<file path="config.mk">
export PLATFORM = sky130hd
export DESIGN_NAME = riscv_tag_prop_ex
export DESIGN_NICKNAME = d
export VERILOG_FILES = /design/src/rtl/riscv_tag_prop_ex.sv
export SDC_FILE = /design/constraint.sdc
export NUM_CORES = 1
export LEC_CHECK = 0
export CORE_MARGIN = 3
export CORE_UTILIZATION = 30
export DETAILED_ROUTE_END_ITERATION = 6
export DONT_BUFFER_PORTS = 1
export PLACE_DENSITY = 0.47
export RECOVER_POWER = 100
export SLEW_MARGIN = 20
export SYNTH_ARGS = -nofsm -noshare
export SYNTH_HDL_FRONTEND = slang
export SYNTH_SLANG_ARGS = --single-unit
</file>
<file path="constraint.sdc">
create_clock -name clk -period 1.95 [get_ports clk]
set_clock_uncertainty 0.05 [all_clocks]
set_input_delay 0.39 -clock clk [delete_from_list [all_inputs] [get_ports clk]]
set_output_delay 0.39 -clock clk [all_outputs]
set_load 0.03 [all_outputs]
</file>
<file path="src/rtl/riscv_tag_prop_ex.sv">
// EX-stage tag propagation: holds one ID/EX tag record until EX completes, then issues a one-cycle WB tag write.
// Optional `TAG_PROP_STATS_EN adds a saturating counter of tainted (nonzero-tag) writebacks.
module riscv_tag_prop_ex #(
  parameter int ALU_MODE_WIDTH = 2,
  parameter int TAG_WIDTH      = 1
) (
  input  logic                      clk,
  input  logic                      rst_n,
  input  logic                      id_valid_i,
  output logic                      id_ready_o,
  input  logic [ALU_MODE_WIDTH-1:0] mode_i,
  input  logic [TAG_WIDTH-1:0]      rs1_tag_i,
  input  logic [TAG_WIDTH-1:0]      rs2_tag_i,
  input  logic                      use_rs2_i,
  input  logic [TAG_WIDTH-1:0]      rd_old_tag_i,
  input  logic [4:0]                rd_addr_i,
  input  logic                      rd_we_i,
  input  logic                      ex_ready_i,
  input  logic                      flush_i,
  output logic                      wb_tag_we_o,
  output logic [4:0]                wb_tag_addr_o,
  output logic [TAG_WIDTH-1:0]      wb_tag_o,
`ifdef TAG_PROP_STATS_EN
  input  logic                      stats_clr_i,
  output logic [31:0]               tainted_wr_cnt_o,
`endif
  output logic                      busy_o
);

  typedef enum logic {
    ST_EMPTY = 1'b0,
    ST_FULL  = 1'b1
  } state_e;

  typedef enum logic [ALU_MODE_WIDTH-1:0] {
    MODE_OLD   = ALU_MODE_WIDTH'(0),
    MODE_AND   = ALU_MODE_WIDTH'(1),
    MODE_OR    = ALU_MODE_WIDTH'(2),
    MODE_CLEAR = ALU_MODE_WIDTH'(3)
  } tag_mode_e;

  state_e                r_state;
  state_e                w_state_nxt;
  tag_mode_e             r_mode;
  logic [TAG_WIDTH-1:0]  r_rs1_tag;
  logic [TAG_WIDTH-1:0]  r_rs2_tag;
  logic                  r_use_rs2;
  logic [TAG_WIDTH-1:0]  r_rd_old_tag;
  logic [4:0]            r_rd_addr;
  logic                  r_rd_we;

  logic                  w_accept;
  logic                  w_complete;
  logic                  w_wb_we_nxt;
  logic [TAG_WIDTH-1:0]  w_result;

  always_ff @(posedge clk or negedge rst_n) begin
    if (!rst_n) r_state <= ST_EMPTY;
    else        r_state <= w_state_nxt;
  end

  // Flush outranks completion, but a same-cycle accept still refills the slot.
  always_comb begin
    id_ready_o  = (r_state == ST_EMPTY) | ex_ready_i | flush_i;
    busy_o      = (r_state == ST_FULL);
    w_accept    = id_valid_i & id_ready_o;
    w_complete  = (r_state == ST_FULL) & ex_ready_i & ~flush_i;
    w_wb_we_nxt = w_complete & r_rd_we & (r_rd_addr != 5'd0);
    w_state_nxt = r_state;
    if (w_accept)
      w_state_nxt = ST_FULL;
    else if ((r_state == ST_FULL) && (ex_ready_i || flush_i))
      w_state_nxt = ST_EMPTY;
  end

  always_ff @(posedge clk or negedge rst_n) begin
    if (!rst_n) begin
      r_mode       <= MODE_OLD;
      r_rs1_tag    <= '0;
      r_rs2_tag    <= '0;
      r_use_rs2    <= 1'b0;
      r_rd_old_tag <= '0;
      r_rd_addr    <= '0;
      r_rd_we      <= 1'b0;
    end else if (w_accept) begin
      r_mode       <= tag_mode_e'(mode_i);
      r_rs1_tag    <= rs1_tag_i;
      r_rs2_tag    <= rs2_tag_i;
      r_use_rs2    <= use_rs2_i;
      r_rd_old_tag <= rd_old_tag_i;
      r_rd_addr    <= rd_addr_i;
      r_rd_we      <= rd_we_i;
    end
  end

  always_comb begin
    w_result = '0;
    case (r_mode)
      MODE_OLD:   w_result = r_rd_old_tag;
      MODE_AND:   w_result = r_use_rs2 ? (r_rs1_tag & r_rs2_tag) : r_rs1_tag;
      MODE_OR:    w_result = r_use_rs2 ? (r_rs1_tag | r_rs2_tag) : r_rs1_tag;
      MODE_CLEAR: w_result = '0;
      default:    w_result = '0;
    endcase
  end

  // x0 suppresses only the enable; address and data still follow the completion.
  always_ff @(posedge clk or negedge rst_n) begin
    if (!rst_n) begin
      wb_tag_we_o   <= 1'b0;
      wb_tag_addr_o <= '0;
      wb_tag_o      <= '0;
    end else begin
      wb_tag_we_o <= w_wb_we_nxt;
      if (w_complete) begin
        wb_tag_addr_o <= r_rd_addr;
        wb_tag_o      <= w_result;
      end
    end
  end

`ifdef TAG_PROP_STATS_EN
  always_ff @(posedge clk or negedge rst_n) begin
    if (!rst_n)
      tainted_wr_cnt_o <= '0;
    else if (stats_clr_i)
      tainted_wr_cnt_o <= '0;
    else if (w_wb_we_nxt && (w_result != '0) && (tainted_wr_cnt_o != '1))
      tainted_wr_cnt_o <= tainted_wr_cnt_o + 32'd1;
  end
`endif

endmodule
</file>
==> flow_metrics.py <==
metrics = {
    "finish": {
        "num_antenna_cells": 0,
        "fin_cells": 96,
        "drive_gt1_share_pct": 10.61,
        "finalNetCount": 85,
        "syn_to_final_growth_pct": 1.456,
    },
    "flow_run": {
        "drv_cap": 0,
    },
    "yosys": {
        "yosys_warnings": 0,
        "synth_edf_count": 0,
        "synth_top_family_by_area": "multiplexers",
        "synth_top_cell_area_share_pct": 58.22,
        "syn_nets": 80,
        "synth_area_leaders": "dfrtp_1 (58%), mux2_4 (17%), nand2_1 (6.6%)",
        "yosysMostFrequentCell": "dfrtp_1",
        "synthCells": 63,
        "synth_flop_cell": "dfrtp_1",
        "muxShareOfSynthArea_pct": 20.09,
        "synth_xor_area_share_pct": 0,
        "yosys_register_bits": 20,
        "synth_commonest_cells": "dfrtp_1 (20), nand2_1 (15), mux2_4 (10)",
        "yosys.area_share.simple_pct": 15.43,
        "ys_seq_area_share_pct": 58.22,
        "syn-mean-instance-area_sq_um": 13.64,
        "synth-adder-area-share_pct": 0,
        "postSynth.asyncResetShare_pct": 100.0,
        "synth_compound_area_share_pct": 3.493,
        "syn_area_sq_um": 859.6,
        "synth_cell_types": 19,
        "synth_largest_area_cell": "dfrtp_1",
    },
    "route": {
        "drt-wirelength-per-cell_microns": 15.51,
        "wl_microns": 1489,
        "viasPerCell": 4.938,
        "dr.pass1.iters": 2,
        "ant_nets": 0,
        "drc": 0,
        "vias": 474,
        "drt_iter0_markers": 1,
    },
    "clock_network": {
        "ctsResizeCount": 0,
        "clk_pin_slew_ns": 0.10,
        "cts-root-buf": "clkbuf_4",
        "clk_latency_ns": 0.29,
        "cts_sinks": 20,
        "cts_setup_buffers": 0,
        "cts_tree": "done",
        "ctsLongestPathBuffers": 2,
        "htreeDepth": 1,
        "cts_buffers": 3,
    },
    "floorplan": {
        "die_width_microns": 59.53,
        "dieArea_sq_um": 3544,
        "initial_core_util_pct": 33.19,
        "ios": 26,
        "die_h_microns": 59.53,
        "core_area_sq_um": 2590,
        "rows": 18,
    },
    "sta": {
        "grt_setup_unrepaired": "no",
        "hold_viol_final": 0,
        "tightest_slew_ns": 0.8868,
        "clock.fmax_mhz": 605.0,
        "drv_slew": 0,
        "tns_ns": 0,
        "slew_headroom_pct": 40.68,
        "finalSetupViolations": 0,
        "post-route-min-period_ns": 1.653,
        "period_share_pct": 84.77,
    },
    "place": {
        "gp_congestion": 0.6689,
        "hpwlAfterDp_microns": 1139,
        "port_buffers": 0,
        "placedCellCount": 92,
    },
    "power": {
        "power_density_nw_per_um2": 979.0,
        "vdd_ir_drop_max_mv": 0.3270,
        "leakage_nw": 0.3950,
    },
    "min_path": {
        "timing.hold.worst_endpoint": "busy_o$_DFFE_PN0P_",
        "hp-class": "in2reg",
        "hold_depth": 1,
        "worstHoldStart": "id_valid_i",
    },
    "setup_path": {
        "r2r_end": "r_rd_addr[2]$_DFFE_PN0P_",
        "path_class": "reg2reg",
        "reg2regPathDepth": 3,
        "r2r_slack_ns": 0.30,
        "r2r_start": "busy_o$_DFFE_PN0P_",
        "cp.required_ns": 2.08,
        "cp_max_fo": 12,
        "worstPathArrival_ns": 1.79,
        "start_kind": "flip-flop",
        "cp-end-kind": "flip-flop",
    },
    "status": {
        "run_status": "complete, no violations",
    },
    "global_route": {
        "grt_pass1_wl_microns": 2546,
        "grtUsageTotal_pct": 10.10,
        "antenna_found_initial": 0,
        "first_global_vias": 512,
        "overflow": 0,
        "grt_max_degree": 21,
    },
}
cell families after synthesis:
| logic type | after synthesis |
|---|---|
| AO/OA/AOI/OAI | 4 |
| buffers and inverters | 2 |
| flip-flops | 20 |
| multiplexers | 12 |
| AND/OR/NAND/NOR | 25 |
routing by layer:
layer,track usage (%),vias to the layer above,wire (microns)
met2,13.88,13,704
met1,13.28,237,671
li1,-,220,-
met3,3.486,4,77
met4,6.646,0,35
met5,0,-,0
where the power goes:
group / total (W) / internal, W / switching (W)
clock network: 0.000186 / 0.0000718 / 0.000114
logic: 0.0000968 / 0.0000480 / 0.0000489
registers: 0.000571 / 0.000473 / 0.0000976
total: 0.000854 / 0.000593 / 0.000261
final cells by class:
type | instances | area (sq um)
fill | 260 | 1718
sequential | 20 | 500.5
multi-input combinational | 41 | 297.8
tap | 30 | 37.54
clock buffer | 3 | 22.52
timing repair buffer | 2 | 13.76
cell usage in the layout (no fill, tap or decap):
cell	instances
a211o_1	1
a21oi_1	1
a31oi_1	1
and3b_1	1
clkbuf_1	1
clkbuf_4	3
dfrtp_1	20
dlygate4sd3_1	1
mux2_1	9
mux2_2	2
mux2_4	1
nand2_1	15
nand2_4	1
nand2b_1	1
nand3b_1	1
nand4b_1	1
nor2_1	2
o311a_1	1
or2b_1	1
or3_1	1
or3b_1	1
state kept, by name, summed over array words and instances (netlist names):
signal	count
busy_o	1
r_mode	2
r_rd_addr	5
r_rd_old_tag	1
r_rd_we	1
r_rs1_tag	1
r_rs2_tag	1
r_use_rs2	1
wb_tag_addr_o	5
wb_tag_o	1
wb_tag_we_o	1
repair_timing:
| action | in CTS | in global routing |
|---|---|---|
| hold buffers | 1 | 0 |
| endpoints found under the hold margin | 20 | 0 |
| setup endpoints to repair | 0 | 0 |
worst max-delay path, stage by stage (launching register included):
cell,delay (ns)
dfrtp_1,0.34
or3b_1,0.54
nand2_4,0.26
mux2_2,0.35
worst max path at each step:
| stage | startpoint | to | slack (ns) | depth (start not counted) |
|---|---|---|---|---|
| after floorplan | busy_o$_DFFE_PN0P_ | r_mode[0]$_DFFE_PN0P_ | 0.22 | 4 |
| after global placement | ex_ready_i | r_rd_addr[3]$_DFFE_PN0P_ | 0.33 | 3 |
| after detailed placement | ex_ready_i | r_rd_addr[2]$_DFFE_PN0P_ | 0.32 | 3 |
| after CTS | busy_o$_DFFE_PN0P_ | r_rd_addr[2]$_DFFE_PN0P_ | 0.38 | 3 |
| after global routing | busy_o$_DFFE_PN0P_ | r_mode[0]$_DFFE_PN0P_ | 0.23 | 3 |
| final | busy_o$_DFFE_PN0P_ | r_rd_addr[2]$_DFFE_PN0P_ | 0.30 | 3 |
per-stage QoR:
step	hold WS, ns	power, W	cell area (sq um)	utilization, %	setup slack [ns]
after global placement	0.04486	0.0006931	880.8	34.01	0.3282
after CTS	0.1331	0.0008991	913.4	35.27	0.3819
after floorplan	0.04441	0.0006744	859.6	-	0.2249
after detailed placement	0.04487	0.0006959	880.8	34.01	0.3187
after global routing	0.1232	0.0009203	872.1	33.67	0.2278
final	0.1508	0.0008538	872.1	33.67	0.2970
Note: power is estimated with default switching activity, not from simulation.
